<file path="config.mk">
export PLATFORM = sky130hd
export DESIGN_NAME = maze_inj_buf
export DESIGN_NICKNAME = d
export VERILOG_FILES = /design/src/rtl/maze_inj_pkg.sv /design/src/rtl/maze_sync_fifo.sv /design/src/rtl/maze_inj_buf.sv
export SDC_FILE = /design/constraint.sdc
export NUM_CORES = 1
export LEC_CHECK = 0
export CORE_ASPECT_RATIO = 1.75
export CORE_MARGIN = 2
export CORE_UTILIZATION = 58
export CTS_BUF_LIST = sky130_fd_sc_hd__clkbuf_8 sky130_fd_sc_hd__clkbuf_16
export DETAILED_ROUTE_END_ITERATION = 6
export GPL_TIMING_DRIVEN = 0
export PLACE_DENSITY = 0.83
export SLEW_MARGIN = 20
export SYNTH_ARGS = -nofsm -noshare
export SYNTH_HDL_FRONTEND = slang
export SYNTH_SLANG_ARGS = --single-unit
export TNS_END_PERCENT = 1
</file>
<file path="constraint.sdc">
create_clock -name clk -period 3.6 [get_ports clk]
set_input_delay 0.72 -clock clk [delete_from_list [all_inputs] [get_ports clk]]
set_output_delay 0.72 -clock clk [all_outputs]
set_load 0.01 [all_outputs]
</file>
<file path="src/rtl/maze_inj_pkg.sv">
// maze_inj_pkg: shared widths, packet struct and lock states for the injection buffer
package maze_inj_pkg;
  localparam int TYPE_W = 2;
  localparam int ID_W = 6;
  localparam int FLIT_W = 8;
  localparam logic QOS_LO = 1'b0;
  localparam logic QOS_HI = 1'b1;
  typedef struct packed {
    logic              qos;
    logic [TYPE_W-1:0] typ;
    logic [ID_W-1:0]   src;
    logic [ID_W-1:0]   tgt;
    logic [FLIT_W-1:0] data;
  } pkt_t;
  localparam int PKT_W = $bits(pkt_t);
  typedef enum logic [1:0] {ST_ARB, ST_LOCK_LO, ST_LOCK_HI} lock_t;
endpackage

</file>
<file path="src/rtl/maze_sync_fifo.sv">
// maze_sync_fifo: single-clock FIFO with registered occupancy count
module maze_sync_fifo #(
  parameter int W = 23,
  parameter int DEPTH = 4
) (
  input  logic                       clk,
  input  logic                       rst_n,
  input  logic                       push,
  input  logic [W-1:0]               din,
  input  logic                       pop,
  output logic [W-1:0]               dout,
  output logic                       full,
  output logic                       empty,
  output logic [$clog2(DEPTH+1)-1:0] cnt
);
  localparam int AW = $clog2(DEPTH);
  localparam int CW = $clog2(DEPTH+1);
  logic [W-1:0] mem [DEPTH];
  logic [AW-1:0] wr_ptr, rd_ptr;
  logic push_ok, pop_ok;
  assign full = cnt == CW'(DEPTH);
  assign empty = cnt == '0;
  assign push_ok = push && !full;
  assign pop_ok = pop && !empty;
  assign dout = mem[rd_ptr];
  // storage needs no reset; occupancy decides what is visible
  always_ff @(posedge clk)
    if (push_ok) mem[wr_ptr] <= din;
  // pointers wrap naturally because DEPTH is a power of two
  always_ff @(posedge clk or negedge rst_n)
    if (!rst_n) begin
      wr_ptr <= '0;
      rd_ptr <= '0;
      cnt <= '0;
    end else begin
      if (push_ok) wr_ptr <= wr_ptr + AW'(1);
      if (pop_ok) rd_ptr <= rd_ptr + AW'(1);
      cnt <= cnt + CW'(push_ok) - CW'(pop_ok);
    end
endmodule

</file>
<file path="src/rtl/maze_inj_buf.sv">
// maze_inj_buf: two-QoS injection buffer with locked arbitration and low-QoS starvation guard
module maze_inj_buf
  import maze_inj_pkg::*;
#(
  parameter int DEPTH = 4,
  parameter int STARVE_MAX = 8
) (
  input  logic                       clk,
  input  logic                       rst_n,
  input  logic                       pkt_in_vld,
  input  logic                       pkt_in_qos,
  input  logic [TYPE_W-1:0]          pkt_in_type,
  input  logic [ID_W-1:0]            pkt_in_src,
  input  logic [ID_W-1:0]            pkt_in_tgt,
  input  logic [FLIT_W-1:0]          pkt_in_data,
  output logic                       pkt_in_rdy,
  output logic                       inj_vld,
  output logic                       inj_qos,
  output logic [TYPE_W-1:0]          inj_type,
  output logic [ID_W-1:0]            inj_src,
  output logic [ID_W-1:0]            inj_tgt,
  output logic [FLIT_W-1:0]          inj_data,
  input  logic                       inj_rdy,
  output logic [$clog2(DEPTH+1)-1:0] hi_cnt,
  output logic [$clog2(DEPTH+1)-1:0] lo_cnt
);
  localparam logic [7:0] SMAX = 8'(STARVE_MAX);
  pkt_t in_pkt, hi_head, lo_head, out_pkt;
  logic hi_full, lo_full, hi_empty, lo_empty;
  logic push_hi, push_lo, pop_hi, pop_lo, sel_hi;
  lock_t state, state_nxt;
  logic [7:0] starve_cnt, starve_nxt;
  assign in_pkt = {pkt_in_qos, pkt_in_type, pkt_in_src, pkt_in_tgt, pkt_in_data};
  assign pkt_in_rdy = !hi_full && !lo_full;
  assign push_hi = pkt_in_vld && pkt_in_rdy && pkt_in_qos == QOS_HI;
  assign push_lo = pkt_in_vld && pkt_in_rdy && pkt_in_qos == QOS_LO;
  assign {inj_qos, inj_type, inj_src, inj_tgt, inj_data} = out_pkt;

  maze_sync_fifo #(.W(PKT_W), .DEPTH(DEPTH)) u_hi (
    .clk(clk), .rst_n(rst_n), .push(push_hi), .din(in_pkt), .pop(pop_hi),
    .dout(hi_head), .full(hi_full), .empty(hi_empty), .cnt(hi_cnt)
  );

  maze_sync_fifo #(.W(PKT_W), .DEPTH(DEPTH)) u_lo (
    .clk(clk), .rst_n(rst_n), .push(push_lo), .din(in_pkt), .pop(pop_lo),
    .dout(lo_head), .full(lo_full), .empty(lo_empty), .cnt(lo_cnt)
  );

  // arbitration: a stalled selection stays locked, otherwise starved low beats high beats low
  always_comb begin
    sel_hi = state == ST_LOCK_HI ? 1'b1 :
             state == ST_LOCK_LO ? 1'b0 :
             (!lo_empty && starve_cnt == SMAX) ? 1'b0 : !hi_empty;
    inj_vld = state != ST_ARB || !hi_empty || !lo_empty;
    out_pkt = !inj_vld ? '0 : sel_hi ? hi_head : lo_head;
    pop_hi = inj_vld && inj_rdy && sel_hi;
    pop_lo = inj_vld && inj_rdy && !sel_hi;
    state_nxt = (inj_vld && !inj_rdy) ? (sel_hi ? ST_LOCK_HI : ST_LOCK_LO) : ST_ARB;
    starve_nxt = (lo_empty || pop_lo) ? 8'd0 :
                 (pop_hi && starve_cnt < SMAX) ? starve_cnt + 8'd1 : starve_cnt;
  end

  // lock register and starvation counter
  always_ff @(posedge clk or negedge rst_n)
    if (!rst_n) begin
      state <= ST_ARB;
      starve_cnt <= '0;
    end else begin
      state <= state_nxt;
      starve_cnt <= starve_nxt;
    end
endmodule

</file>
After elaboration in Yosys (flattened, before gate mapping)

Memories as Yosys holds them, arrays and structs flattened.
Index checks and enable logic that the tools add are counted.
W data, S select, Z words.

Add/sub/neg operators: 9
$lt $le $gt $ge: 1
Equality and inequality tests: 5
Mux-type cells: 13
Bitwise logic cells: 1
Reductions and logical operators: 27

Operator list:

| operator              | number |
|---|---|
| $mux W23              | 2 |
| $mux W8               | 2 |
| $logic_and A1 B1 Y1   | 14 |
| $add A2 B1 Y2 const B | 4 |
| $add A8 B1 Y8 const B | 1 |
| $eq A8 B4 Y1 const B  | 1 |
| $lt A8 B4 Y1 const B  | 1 |
| $mux W1               | 7 |
| $add A3 B1 Y3         | 2 |
| $eq A3 B3 Y1 const B  | 2 |
| $logic_not A1 Y1      | 6 |
| $logic_not A3 Y1      | 2 |
| $sub A3 B1 Y3         | 2 |
| $mux W2               | 2 |
| $reduce_bool A2 Y1    | 2 |
| $logic_or A1 B1 Y1    | 3 |
| $eq A2 B1 Y1 const B  | 1 |
| $eq A2 B2 Y1 const B  | 1 |
| $not A1 Y1            | 1 |

Flip-flop bits (word level): 24
RAM bits: 184
Input port bits: 27
Memories kept: 2

Memory list:

| memory   | words | width | read ports | clocked after Yosys merged registers in | wr ports | RTL line             | RTL |
|---|---|---|---|---|---|---|---|
| u_hi.mem | 4     | 23    | 1          | 0                                       | 1        | maze_sync_fifo.sv:18 | `logic [W-1:0] mem [DEPTH];` |
| u_lo.mem | 4     | 23    | 1          | 0                                       | 1        | maze_sync_fifo.sv:18 |  |

Depth between registers and ports, before layout

Gate-level depths: netlist (run 1).

Depth after elaboration: 10
Mapped depth: 13

Cells and area by module

A second synthesis (run 1) with hierarchy kept.

Cells, all modules: 456
Area total of the unflattened synthesis: 8724.6 sq um

Modules (own cells, without submodules):

| module         | times used | cells each | area each (sq um) |
|---|---|---|---|
| maze_sync_fifo | 2          | 162        | 3834.9 |
| maze_inj_buf   | 1          | 132        | 1054.8 |

Worst setup path before layout (run 1)

No wires, ideal clock.

Path kind: register to register
From: reg starve_cnt[7]
To: reg u_lo.cnt[2]
Library setup time: 0.130 ns
Arrival: 2.558 ns
Setup slack: 0.913 ns
Cell stages (with the launch flop): 12
Path buffers: 0
Clock period less this slack: 2.687 ns
Cell sequence: dfrtp_1 or4_4 a2111oi_4 nor2_2 nor3_2 ha_1 inv_1 ha_1 inv_1 fa_1 xnor2_1 xnor2_1

Word-level cells in the longest chain between the ends: 9

Ends and longest elaborated chain:

| item                   | RTL line             | RTL |
|---|---|---|
| from (decl)            | maze_inj_buf.sv:32   | `logic [7:0] starve_cnt, starve_nxt;` |
| from (signal assigned) | maze_inj_buf.sv:70   | `starve_cnt <= starve_nxt;` |
| $eq A8 B4 Y1           | maze_inj_buf.sv:53   | `(!lo_empty && starve_cnt == SMAX) ? 1'b0 : !hi_empty;` |
| $logic_and A1 B1 Y1    | maze_inj_buf.sv:53   |  |
| $mux W1                | maze_inj_buf.sv:53   |  |
| $mux W1                | maze_inj_buf.sv:52   | `state == ST_LOCK_LO ? 1'b0 :` |
| $mux W1                | maze_inj_buf.sv:51   | `sel_hi = state == ST_LOCK_HI ? 1'b1 :` |
| $logic_not A1 Y1       | maze_inj_buf.sv:57   | `pop_lo = inj_vld && inj_rdy && !sel_hi;` |
| $logic_and A1 B1 Y1    | maze_inj_buf.sv:57   |  |
| $logic_and A1 B1 Y1    | maze_sync_fifo.sv:24 | `assign pop_ok = pop && !empty;` |
| named net u_lo.pop_ok  | maze_sync_fifo.sv:20 | `logic push_ok, pop_ok;` |
| $sub A3 B1 Y3          | maze_sync_fifo.sv:38 | `cnt <= cnt + CW'(push_ok) - CW'(pop_ok);` |
| to (signal assigned)   | maze_sync_fifo.sv:38 |  |
| to (decl)              | maze_sync_fifo.sv:14 | `output logic [$clog2(DEPTH+1)-1:0] cnt` |

The timed path passes the listed nets, and every way through them passes these cells.
A chain may end at the register's enable or synchronous reset.

Worst setup path after layout (run 1)

From: reg u_hi.cnt[1]
To: out inj_data[3]

Word-level cells in the longest chain between the ends: 7
Elaborated cells between the ends (all ways): 9
Classes of those cells: mux: 5; reduce/logical: 4

Ends and longest elaborated chain:

| item                   | RTL line                               | RTL |
|---|---|---|
| from (decl)            | maze_sync_fifo.sv:14                   |  |
| from (signal assigned) | maze_sync_fifo.sv:38                   |  |
| $logic_not A3 Y1 *     | maze_sync_fifo.sv:22                   | `assign empty = cnt == '0;` |
| $logic_not A1 Y1 *     | maze_inj_buf.sv:53, maze_inj_buf.sv:54 |  |
| $mux W1                | maze_inj_buf.sv:53                     |  |
| $mux W1                | maze_inj_buf.sv:52                     |  |
| $mux W1                | maze_inj_buf.sv:51                     |  |
| $mux W23               | maze_inj_buf.sv:55                     | `out_pkt = !inj_vld ? '0 : sel_hi ? hi_head : lo_head;` |
| $mux W23 *             | maze_inj_buf.sv:55                     |  |
| to (decl)              | maze_inj_buf.sv:22                     | `output logic [FLIT_W-1:0] inj_data,` |

Every way passes the cells marked *; elsewhere a longest branch is shown, timed or not.

==> impl_metrics.yaml, run 1 <==
drt:
  first_pass_iters: 5
  drt_iter0_drc: 206
  drcViolationCount: 0
  postRouteAntennaNets: 0
  via_count: 4237
  viasPerCell: 5.88
  wire_per_inst_um: 22.8
  wl_um: 16400
clock_tree:
  clk_pin_slew_worst_paths_ns: 0.06
  clkSinkCount: 208
  worst_skew_pair.late_latency_ns: 0.49
  clock_path_buffers: 3
  cts_buffers: 19
  tritoncts: "yes"
  htree_levels: 1
  cts-root-buf: "clkbuf_16"
  cts_hold_buf: 0
critical_path:
  crit_required_ns: 2.88
  cp_common_cell: "buf_12"
  worst_path_max_delay_cell: "dfrtp_1"
  crit_path_start_kind: "register"
  endpoint_kind: "output port"
  cp_cell_sequence: "nor3_2 -> maj3_1 -> or2_4 -> buf_12 -> buf_12 -> nand2_2 -> a21oi_2 -> dlygate4sd2_1"
  cp_max_fo: 10
  crit_arrival_ns: 2.80
  slowest_delay_ns: 0.46
  worstSetupPathType: "reg2out"
synth:
  synth_common_cells: "184 x edfxtp_1, 46 x mux4_2, 33 x nand2_1"
  ys_warn_count: 0
  syn_inst: 446
  yosysTopAreaCell: "edfxtp_1"
  synth_flop_cell: "edfxtp_1"
  synth_most_common_cell: "edfxtp_1"
  synthesis.area_um2: 8480
  ys_ff_latch: 208
  synth_cell_type_count: 42
  synthTopCellsByArea: "edfxtp_1 65%, mux4_2 12%, dfrtp_1 7.1%, ha_1 2.1%, a21oi_2 2.0%"
  synth_edf_count: 184
  synth-seq-area-share: 0.722
  synth_top_area_frac: 0.652
  async_flop_share: 0.115
  syn_avg_cell_area_um2: 19.0
  syn_nets: 489
timing:
  setup_viol: 0
  layout_min_cycle_time_ns: 3.52
  tightest_slew_ns: 0.777
  maxSlewViolCount: 0
  slew_headroom: 0.482
  finClkSkew_ns: 0.00835
  rsz0062_at_grt: "no"
  setup_tns_ns: 0
  hold_viol: 0
  fin_crit_sh: 0.977
  max_freq_ghz: 0.284
cells_and_area:
  fin_util: 0.687
  antenna_cells: 0
  ff_latch_area_um2: 6130
  area_growth_pct: 16.3
  final_area_um2: 9870
  final_cells: 720
  n_fill_cell: 896
  drive_above_1_share: 0.276
  num-nets-final: 570
  multi_input_area_um2: 2160
floorplan:
  die_h_um: 164
  row_count: 58
  ioPinCount: 58
  die_x_um: 95.4
  start_util: 0.590
  core_area_um2: 14400
  dieArea_um2: 15600
job:
  drv_cap: 0
outcome:
  status: "complete, no violations"
global_route:
  first_global_vias: 4505
  antenna_found_initial: 0
  grt_pass1_wl_um: 25500
  grt_usage: 0.225
  grt_overflow: 0
  grt_max_degree: 25
hold_path:
  hp-class: "in2async"
power:
  switching_power_w: 0.00241
  sw_frac_of_total: 0.313
  p_leak_nw: 3.47
  powerDensity_nw_per_um2: 782
  pwr-share-comb: 0.352
  ir_drop_uv: 613
  seqPwrFrac: 0.406
  pwr-share-clk: 0.242
  p_int_w: 0.00530
placed_design:
  port_buffers: 57
  dp_hpwl_um: 9900
  place_area_um2: 9290
  place_inst: 683
  gp_congestion: 0.789
flip-flops by register name (all words and copies together), names as in the netlist, 3 cells and up:
name,cells
u_lo.mem,92
u_hi.mem,92
starve_cnt,8
u_lo.cnt,3
u_hi.cnt,3
cell families (layout without fill, tap and decap cells):
family	Yosys count	in the layout	synth area share
xor+xnor	10	10	0.0103
buf+inv	40	134	0.0248
simple gates	90	90	0.0587
compound gates	33	33	0.0326
fa+ha+maj	17	17	0.0266
mux	48	48	0.125
flops	208	208	0.722
worst max-delay path: cells and delay by family, from the launching register on:
family                     cells  cell delay [ns]
buffers and inverters          3             0.59
and+or+nand+nor                3             0.70
DFF                            1             0.46
AOI/OAI and AO/OA              1             0.18
adders and majority gates      1             0.39
metal layers:
metal / vias up / wire length (µm) / global-route usage
met2: 138 / 9050 / 0.392
met1: 2191 / 6150 / 0.283
met5: - / 0 / 0
met4: 0 / 387 / 0.0935
met3: 30 / 844 / 0.0317
li1: 1878 / - / -
path summary, 6_finish.rpt:
check                              start             to  slack, ns  cells after the start
max                          u_hi.cnt[1]    inj_data[3]       0.08                      8
min reg2reg                starve_cnt[5]  starve_cnt[5]       0.49                      1
min in group clk           starve_cnt[5]  starve_cnt[5]       0.49                      1
max in group asynchronous          rst_n  starve_cnt[2]       3.02                      1
min                                rst_n    u_hi.cnt[1]       0.21                      1
max reg2reg                  u_hi.cnt[1]    u_hi.cnt[2]       0.60                     12
timing repair:
action / CTS / global route
setup buffers: 2 / 1
resized for setup: 29 / 1
pin swaps: 3 / 2
endpoints found under the setup margin: 24 / 7
cell type report:
type | count | share of cell area
well taps | 180 | 0.0228
multi-input cells | 198 | 0.219
clock buffers | 19 | 0.0482
repair buffers | 60 | 0.0567
flip-flops and latches | 208 | 0.621
inverters | 18 | 0.00685
plain buffers | 22 | 0.0150
clock inverters | 15 | 0.0101
cell usage in the layout (no fill, tap or decap), types with 2 or more instances in the layout:
cell	n
a21oi_1	6
a21oi_2	19
and2_1	3
and2_2	9
and3_1	3
buf_12	3
buf_2	11
buf_4	3
clkbuf_1	6
clkbuf_16	19
clkbuf_2	3
clkdlybuf4s50_1	33
clkinv_2	2
clkinv_4	2
dfrtp_1	24
dlygate4sd2_1	23
edfxtp_1	184
fa_1	2
ha_1	14
inv_1	26
mux4_2	46
nand2_1	33
nand2_2	19
nor2_1	6
nor3_1	3
nor3_2	3
o21ai_0	2
xnor2_1	8
xor2_1	2
stage by stage:
step	hold slack (ns)	total power, W	setup WS (ns)
after floorplan	0.424	0.00495	0.913
after global placement	0.475	0.00592	0.0543
after detailed placement	0.483	0.00603	0.0152
after CTS	0.494	0.00777	0.0472
after global routing	0.255	0.00810	0.00182
final	0.214	0.00771	0.0812
power groups by stage:
stage	combinational, W	clock [W]	sequential, W
after CTS	0.00275	0.00189	0.00313
after detailed placement	0.00286	0	0.00318
after global placement	0.00276	0	0.00315
after global routing	0.00294	0.00199	0.00316
after floorplan	0.00180	0	0.00315
final	0.00272	0.00186	0.00313
(Power assumes the default switching activity.)
==> inputs of run 2 (changes only) <==
- CORE_MARGIN: 2 -> default
- clock period: 3.6 -> 3.4 ns (I/O delays scaled with it)
==> impl_metrics.yaml, run 2 (synthesized netlist as in run 1, its figures left out) <==
floorplan:
  die_x_um: 93.4
  dieArea_um2: 15100
  row_count: 58
  start_util: 0.593
  core_area_um2: 14300
  die_h_um: 162
  ioPinCount: 58
critical_path:
  worst_path_max_delay_cell: "or4_4"
  cp_max_fo: 10
  path_delay_family: "buffers and inverters"
  slowest_delay_ns: 0.58
  cp_cell_sequence: "or4_4 -> a2111oi_4 -> buf_4 -> nor2_4 -> buf_4 -> clkbuf_8 -> nand2_1 -> a21oi_2 -> clkdlybuf4s15_1"
  cp_common_cell: "buf_4"
  worstSetupPathType: "reg2out"
  r2r_setup_slack_ns: 0.23
  worst-path-buf-inv: 4
  crit_arrival_ns: 2.69
  crit_path_start_kind: "register"
  crit_required_ns: 2.72
  endpoint_kind: "output port"
timing:
  max_freq_ghz: 0.297
  setup_viol: 0
  layout_min_cycle_time_ns: 3.37
  timing.hold.ws_ns: 0.173
  maxSlewViolCount: 0
  hold_viol: 0
  slew_headroom: 0.465
  finClkSkew_ns: 0.0181
  fin_crit_sh: 0.990
  tightest_slew_ns: 0.802
  rsz0062_at_grt: "yes"
placed_design:
  gp_congestion: 0.777
  place_inst: 683
  dp_hpwl_um: 9940
  port_buffers: 57
  place_area_um2: 9290
drt:
  drcViolationCount: 0
  wl_um: 17300
  wire_per_inst_um: 24.0
  via_count: 4310
  drt_iter0_drc: 247
  postRouteAntennaNets: 0
  viasPerCell: 5.99
  first_pass_iters: 4
global_route:
  first_global_vias: 4677
  grt_overflow: 0
  antenna_found_initial: 1
  grt_pass1_wl_um: 26300
  grt_max_degree: 25
  grt_usage: 0.243
cells_and_area:
  num-nets-final: 570
  final_cells: 719
  final_common_cell: "edfxtp_1"
  layout_common_cells: "184 x edfxtp_1, 46 x mux4_2, 33 x nand2_1, 33 x clkdlybuf4s50_1"
  area_growth_pct: 16.1
  largest_registers: "u_hi.mem (92), u_lo.mem (92), starve_cnt (8)"
  drive_above_1_share: 0.292
  final_area_um2: 9850
clock_tree:
  clk_pin_slew_worst_paths_ns: 0.06
  clkSinkCount: 208
  tritoncts: "yes"
  cts_hold_buf: 0
  clock_path_buffers: 3
  cts_buffers: 18
  cts-root-buf: "clkbuf_16"
  htree_levels: 1
  worst_skew_pair.late_latency_ns: 0.50
job:
  drv_cap: 0
hold_path:
  hp-class: "in2async"
power:
  ir_drop_uv: 494
  powerDensity_nw_per_um2: 830
  p_leak_nw: 3.45
outcome:
  status: "complete, no violations"
==> run 2: routing by layer <==
layer | wire [µm] | track usage | vias to the layer above
li1 | - | - | 1885
met1 | 6280 | 0.283 | 2249
met2 | 9550 | 0.440 | 132
met3 | 694 | 0.0300 | 44
met4 | 759 | 0.119 | 0
met5 | 0 | 0 | -
==> run 2: layout make-up <==
class,count,area (µm²)
sequential,208,6130
clock buffer,20,489
inverter,18,67.6
antenna,1,2.50
timing repair buffer,61,544
multi-input combinational,198,2160
tap,180,225
clock inverter,11,70.1
fill,912,4450
buffer,22,160
==> run 2: path summary, 6_finish.rpt <==
path | start | to | depth (start not counted)
setup / recovery | starve_cnt[5] | inj_data[5] | 9
hold / removal | rst_n | u_lo.cnt[2] | 1
setup reg to reg | starve_cnt[5] | u_lo.cnt[2] | 13
hold reg to reg | starve_cnt[4] | starve_cnt[4] | 1
max in group asynchronous | rst_n | state[1] | 1
min in group clk | starve_cnt[4] | starve_cnt[4] | 1
==> run 2: repair_timing <==
action                     in CTS  in global routing
resized for setup              42                 16
buffers inserted                3                  1
gates cloned                    0                  0
setup endpoints to repair      24                 21
pin swaps                       3                  5
==> run 2: through the flow <==
stage          worst slack [ns]  total power (W)   util  setup TNS (ns)
2_1_floorplan             0.713          0.00524      -               0
3_3_place_gp            -0.0825          0.00627  0.649          -0.729
3_5_place_dp             -0.123          0.00638  0.650           -1.44
4_1_cts                  -0.245          0.00826  0.691          -0.257
5_1_grt                 -0.0502          0.00855  0.689          -0.132
6_report                 0.0326          0.00817  0.689               0
==> run 2: where the power goes <==
part / leakage, nW / internal, W / switching, W / total (W)
combinational: 1.19 / 0.00136 / 0.00151 / 0.00287
clock: 0.298 / 0.00110 / 0.000866 / 0.00197
sequential: 1.97 / 0.00315 / 0.000177 / 0.00333
total: 3.45 / 0.00562 / 0.00255 / 0.00817
==> inputs of run 3 (changes only) <==
- GPL_ROUTABILITY_DRIVEN: default -> 1
==> results of run 3 <==
The final DEF is identical to that of run 2; final timing and power are the same.
